===== config.mk =====
export PLATFORM = sky130hd
export DESIGN_NAME = seg_scan_driver_flat
export DESIGN_NICKNAME = d
export VERILOG_FILES = /design/src/rtl/seg_scan_driver_if.sv /design/src/rtl/seg_scan_driver.sv /design/src/flat_wrapper.sv
export SDC_FILE = /design/constraint.sdc
export NUM_CORES = 1
export LEC_CHECK = 0
export CORE_MARGIN = 2
export CORE_UTILIZATION = 40
export CTS_BUF_LIST = sky130_fd_sc_hd__clkbuf_8
export DETAILED_ROUTE_END_ITERATION = 12
export PLACE_DENSITY = 0.64
export RECOVER_POWER = 25
export SYNTH_ARGS = -nofsm -noshare
export SYNTH_HDL_FRONTEND = slang
export SYNTH_SLANG_ARGS = --single-unit

===== constraint.sdc =====
create_clock -name clk -period 5.81 [get_ports clk]
set_input_delay 1.4525 -clock clk [delete_from_list [all_inputs] [get_ports clk]]
set_output_delay 1.4525 -clock clk [all_outputs]
set_load 0.02 [all_outputs]

===== src/rtl/seg_scan_driver_if.sv =====
// seg_scan_driver_if: BCD digit inputs and 7-segment display outputs of the scan driver
interface seg_scan_driver_if;
    logic [3:0] ones;
    logic [3:0] tens;
    logic [3:0] hundreds;
    logic [3:0] thousands;
    logic [3:0] tenthousands;
    logic [3:0] hundredthousands;
    logic [3:0] millions;
    logic [3:0] tenmillions;
    logic [7:0] an;
    logic [6:0] seg;
    logic       dp;
    modport master (
        output ones, tens, hundreds, thousands, tenthousands, hundredthousands, millions, tenmillions,
        input  an, seg, dp
    );
    modport slave (
        input  ones, tens, hundreds, thousands, tenthousands, hundredthousands, millions, tenmillions,
        output an, seg, dp
    );
endinterface


===== src/rtl/seg_scan_driver.sv =====
// seg_scan_driver: 8-digit common-anode 7-segment scanner with frame snapshot, anti-ghost guard and dp; LZ_BLANK_EN adds leading-zero blanking
module seg_scan_driver #(
    parameter int SCAN_DIV = 100000,
    parameter int GUARD    = 16
) (
    input  logic clk,
    input  logic rstN,
    seg_scan_driver_if.slave bus
);
    localparam int W = $clog2(SCAN_DIV);
    localparam logic [W-1:0] LAST = W'(SCAN_DIV - 1);
    localparam logic [W-1:0] GRD  = W'(GUARD - 1);

    logic [W-1:0] divCnt;
    logic [2:0]   ptr;
    logic [2:0]   shown;
    logic         live;
    logic [3:0]   shadow [0:7];
    logic [3:0]   inDig  [0:7];
    logic         tick;
    logic [3:0]   digit;
    logic         slotBlank;
    logic         shownBlank;

    function automatic logic [6:0] decode(input logic [3:0] d);
        case (d)
            4'd0:    return 7'h40;
            4'd1:    return 7'h79;
            4'd2:    return 7'h24;
            4'd3:    return 7'h30;
            4'd4:    return 7'h19;
            4'd5:    return 7'h12;
            4'd6:    return 7'h02;
            4'd7:    return 7'h78;
            4'd8:    return 7'h00;
            4'd9:    return 7'h10;
            default: return 7'h3F;
        endcase
    endfunction

    assign inDig = '{bus.ones, bus.tens, bus.hundreds, bus.thousands,
                     bus.tenthousands, bus.hundredthousands, bus.millions, bus.tenmillions};
    assign tick  = divCnt == LAST;
    // digit 0 is taken live at the snapshot tick so the frame starts with the fresh value
    assign digit = ptr == 3'd0 ? inDig[0] : shadow[ptr];

`ifdef LZ_BLANK_EN
    logic [7:0] blank;
    logic [7:0] inBlank;

    // a digit is leading-zero when it and every more-significant digit are zero; digits 0,1 always shown
    always_comb begin
        inBlank    = '0;
        inBlank[7] = inDig[7] == 4'd0;
        for (int k = 6; k >= 2; k--) inBlank[k] = inBlank[k+1] && inDig[k] == 4'd0;
    end

    assign slotBlank = ptr == 3'd0 ? 1'b0 : blank[ptr];

    // blank flags are captured with the frame snapshot; the shown slot's flag is held for its whole slot
    always_ff @(posedge clk or negedge rstN) begin
        if (!rstN) begin
            blank      <= '0;
            shownBlank <= 1'b0;
        end else if (tick) begin
            shownBlank <= ptr == 3'd0 ? 1'b0 : blank[ptr];
            if (ptr == 3'd0) blank <= inBlank;
        end
    end
`else
    assign slotBlank  = 1'b0;
    assign shownBlank = 1'b0;
`endif

    // slot divider, digit pointer, frame snapshot and display outputs
    always_ff @(posedge clk or negedge rstN) begin
        if (!rstN) begin
            divCnt <= '0;
            ptr    <= '0;
            shown  <= '0;
            live   <= 1'b0;
            shadow <= '{default: 4'd0};
            bus.an <= 8'hFF;
            bus.seg <= 7'h7F;
            bus.dp <= 1'b1;
        end else begin
            divCnt <= tick ? '0 : divCnt + 1'b1;
            if (tick) begin
                ptr     <= ptr + 3'd1;
                shown   <= ptr;
                live    <= 1'b1;
                bus.an  <= 8'hFF;
                bus.seg <= slotBlank ? 7'h7F : decode(digit);
                bus.dp  <= slotBlank || ptr != 3'd1;
                if (ptr == 3'd0) shadow <= inDig;
            end else if (live && !shownBlank && divCnt == GRD) begin
                bus.an <= ~(8'b1 << shown);
            end
        end
    end
endmodule


===== src/flat_wrapper.sv =====
// flat-port wrapper written by rule: the top's interface ports become plain ports
module seg_scan_driver_flat 
#(
    parameter int SCAN_DIV = 100000,
    parameter int GUARD    = 16
)
  (clk, rstN, bus_ones, bus_tens, bus_hundreds, bus_thousands, bus_tenthousands, bus_hundredthousands, bus_millions, bus_tenmillions, bus_an, bus_seg, bus_dp);
  seg_scan_driver_if bus_i ();
  input  logic clk;
  input  logic rstN;
  input wire logic [$bits(bus_i.ones)-1:0] bus_ones;
  input wire logic [$bits(bus_i.tens)-1:0] bus_tens;
  input wire logic [$bits(bus_i.hundreds)-1:0] bus_hundreds;
  input wire logic [$bits(bus_i.thousands)-1:0] bus_thousands;
  input wire logic [$bits(bus_i.tenthousands)-1:0] bus_tenthousands;
  input wire logic [$bits(bus_i.hundredthousands)-1:0] bus_hundredthousands;
  input wire logic [$bits(bus_i.millions)-1:0] bus_millions;
  input wire logic [$bits(bus_i.tenmillions)-1:0] bus_tenmillions;
  output wire logic [$bits(bus_i.an)-1:0] bus_an;
  output wire logic [$bits(bus_i.seg)-1:0] bus_seg;
  output wire logic [$bits(bus_i.dp)-1:0] bus_dp;
  assign bus_i.ones = bus_ones;
  assign bus_i.tens = bus_tens;
  assign bus_i.hundreds = bus_hundreds;
  assign bus_i.thousands = bus_thousands;
  assign bus_i.tenthousands = bus_tenthousands;
  assign bus_i.hundredthousands = bus_hundredthousands;
  assign bus_i.millions = bus_millions;
  assign bus_i.tenmillions = bus_tenmillions;
  assign bus_an = bus_i.an;
  assign bus_seg = bus_i.seg;
  assign bus_dp = bus_i.dp;
  seg_scan_driver #(.SCAN_DIV(SCAN_DIV), .GUARD(GUARD)) u_core (.clk(clk), .rstN(rstN), .bus(bus_i));
endmodule

==> summary.txt <==
Outcome
  – Status: finished, final reports clean

Yosys
  – Post-synthesis mux area share: 15.99%
  – Top post-synthesis cells by count: dfrtp_1, mux2_2, nor2_1, nand2_1, dfstp_2
  – Synth Net Count: 337
  – Post-Synth Adder-Cell Area: 3.577%
  – Cell taking the most area after synthesis: dfrtp_1
  – Mean Syn Cell Area: 11.94 sq um
  – Register area share after synthesis: 52.07%
  – Count leader, synth: dfrtp_1
  – Synth Area in Compound Gates: 7.654%
  – Syn Inst Count: 293
  – Number of flops mapped to enable cells by yosys: 0
  – Synth Flop Type: dfrtp_1
  – Simple-Gate Fraction of Synth Area: 13.70%
  – Synth top area share: 40.06%
  – Largest family of logic cells by synthesized area: multiplexers
  – Warnings, synthesis: 0
  – Post-synthesis cell type count: 53
  – Mapped cell area: 3498 sq um
  – Post-synthesis register bit count: 72
  – FFs w/ async S/R, synth: 100.0%
  – XOR/XNOR share of the synthesized area: 3.755%
  – Largest cells by area after synthesis: dfrtp_1, dfstp_2, mux2_2

Timing
  – RSZ-0062 raised after global routing: false
  – Final hold viol count: 0
  – Fmax: 300.1 MHz
  – Fin Hold WS: 0.4715 ns
  – Worst-Margin Slew: 1.134 ns
  – Sum Neg Setup Slack: 0 ns
  – Fin. max-slew vios: 0
  – Final period util: 57.36%
  – Final setup fails: 0
  – Fin crit period: 3.333 ns
  – Skew final: 0.01417 ns
  – Worst slew margin: 24.25%

Clock network
  – CTS max path bufs: 2
  – Worst-Skew Late Latency: 0.35 ns
  – # Post-CTS Setup Buffers: 0
  – Clock Root Buffer: clkbuf_8
  – Hold_buf cts: 0
  – CTS sink cnt: 72
  – Post-CTS sizing: 0
  – H-tree Lvls: 3
  – Reg clk slew, reported paths: 0.07 ns
  – CTS Buf Count: 9
  – TritonCTS clock tree: done

Placed design
  – DP Wirelength: 4606 um
  – Placed Cells: 440
  – GPL Wtd Cong: 0.7178
  – PortBufs: 49

Detailed routing
  – DRT Pass-1 Iters: 4
  – Routed length per instance: 14.32 um
  – DRC: 0
  – Routed vias: 2349
  – WL final: 6532 um
  – Routed vias/inst: 5.151
  – Number of DRC markers in iteration 0: 56
  – Post-route ant nets: 0

Min path
  – Hold Crit Class: reg2reg

Die
  – Core area: 8593 sq um
  – Initial Utilization: 40.71%
  – I/O pin cnt: 50
  – Row count: 34
  – Die Y: 97.52 um
  – Die Span X: 97.52 um
  – Die area: 9510 sq um

Worst setup path
  – Critical path launch point type: register
  – Crit path max-delay family: compound AO/OA/AOI/OAI gates
  – Flop-to-flop setup slack: 2.48 ns
  – Data arrival time of the critical path: 3.61 ns
  – Critical setup path kind: reg2reg
  – Peak per-stage delay on the critical path: 1.04 ns
  – Req. time, crit path: 6.08 ns
  – Crit path buffers/inverters: 1
  – Crit path cell chain: inv_1 > ha_1 > nor2b_1 > a2111oi_2 > a211oi_1 > a211o_1
  – CP max-delay cell: a2111oi_2
  – Critical path capture point type: register
  – Critical path peak fanout: 17

Final layout
  – Share of cells above drive strength 1: 20.40%
  – Register area: 1822 sq um
  – Multi-input logic area: 1563 sq um
  – # fillers: 793
  – Layout Cells excl Fill: 456
  – Diodes inserted: 0
  – Area Growth Syn to Fin: 22.00%
  – NumNets Final: 387

Global route
  – Gr usage total: 14.73%
  – GRT overflow: 0
  – Largest net degree at the start of global routing: 73
  – Vias in the first global route: 2404
  – First-pass GRT wire length: 11410 um
  – Initial antenna violation count: 0

Pwr
  – Pwr dens: 230.5 nW/um^2
  – Total design power: 0.0009839 W
  – Worst vdd ir: 0.0001146 V
  – Leakage Power: 1.867 nW

Flow run
  – Max-Cap Viols: 0
[worst register-to-register path: cells and delay by family (launching register included)]
family	cells	cell delay (ns)
AOI/OAI and AO/OA	3	1.58
DFF	1	0.93
adders and majority gates	1	0.35
buffers and inverters	1	0.21
and+or+nand+nor	1	0.20
[power breakdown]
part | internal [W] | leakage, nW | switching (W)
logic | 0.0000245 | 0.822 | 0.0000199
registers | 0.000501 | 0.934 | 0
clock network | 0.000243 | 0.111 | 0.000195
total | 0.000769 | 1.87 | 0.000215
[routing by layer]
layer | up-vias | routed length (um) | track usage [%]
met5 | - | 0 | 0
met4 | 0 | 69 | 4.487
met3 | 10 | 277 | 3.957
met2 | 54 | 3007 | 22.81
met1 | 1142 | 3178 | 20.29
li1 | 1143 | - | -
[final cells by class]
cell class | instances | share of cell area [%]
inverter | 6 | 0.5277
timing repair buffer | 52 | 11.81
tap | 108 | 3.166
multi-input combinational | 202 | 36.62
clock inverter | 7 | 2.287
sequential | 72 | 42.69
clock buffer | 9 | 2.902
[flip-flops by register name, indices dropped and copies added (netlist names)]
name / count
u_core.bus.an: 8
u_core.bus.dp: 1
u_core.bus.seg: 7
u_core.divCnt: 17
u_core.live: 1
u_core.ptr: 3
u_core.shadow: 32
u_core.shown: 3
[path summary, 6_finish.rpt]
check	endpoint	start	depth (start not counted)
worst max register to register	u_core.bus.seg[2]	u_core.ptr[0]	6
worst max-delay path	u_core.bus.seg[2]	u_core.ptr[0]	6
min in group asynchronous	u_core.divCnt[12]	rstN	2
worst min-delay path	u_core.bus.seg[6]	u_core.bus.seg[6]	2
max in group asynchronous	u_core.shadow[15]	rstN	2
worst min register to register	u_core.bus.seg[6]	u_core.bus.seg[6]	2
[stage by stage]
step / util (%) / setup WS [ns] / area, sq um
after global placement: 47.19 / 2.343 / 4055
after floorplan: - / 2.963 / 3498
final: 49.67 / 2.477 / 4268
after global routing: 49.67 / 2.242 / 4268
after detailed placement: 47.19 / 2.238 / 4055
after CTS: 49.77 / 2.494 / 4277
[cell families after synthesis]
| family | count (synthesis) |
|---|---|
| and+or+nand+nor | 91 |
| DFF | 72 |
| muxes | 49 |
| AOI/OAI and AO/OA | 37 |
| buffers and inverters | 19 |
| xor gates and xnor gates | 15 |
| adders and majority gates | 10 |
[cells in the final DEF (no fill, tap or decap), drive strengths merged, types with 2 or more instances in the layout]
cell            n
and3            6
nor3            6
buf             3
a21oi          11
nand2          18
nor2b           4
o211a           2
or3             4
nor2           25
nand2b          4
and4            3
clkdlybuf4s50  48
mux4            2
mux2           32
dfrtp          56
xor2            8
bufinv          2
nand3           5
nand4           4
mux2i          15
xnor2           7
clkbuf         10
a31oi           2
o22ai           3
ha             10
o21ai           7
nand4b          2
inv             8
clkinv          2
nor3b           2
dfstp          16
and2            4
Power figures use the tool's default switching activity.
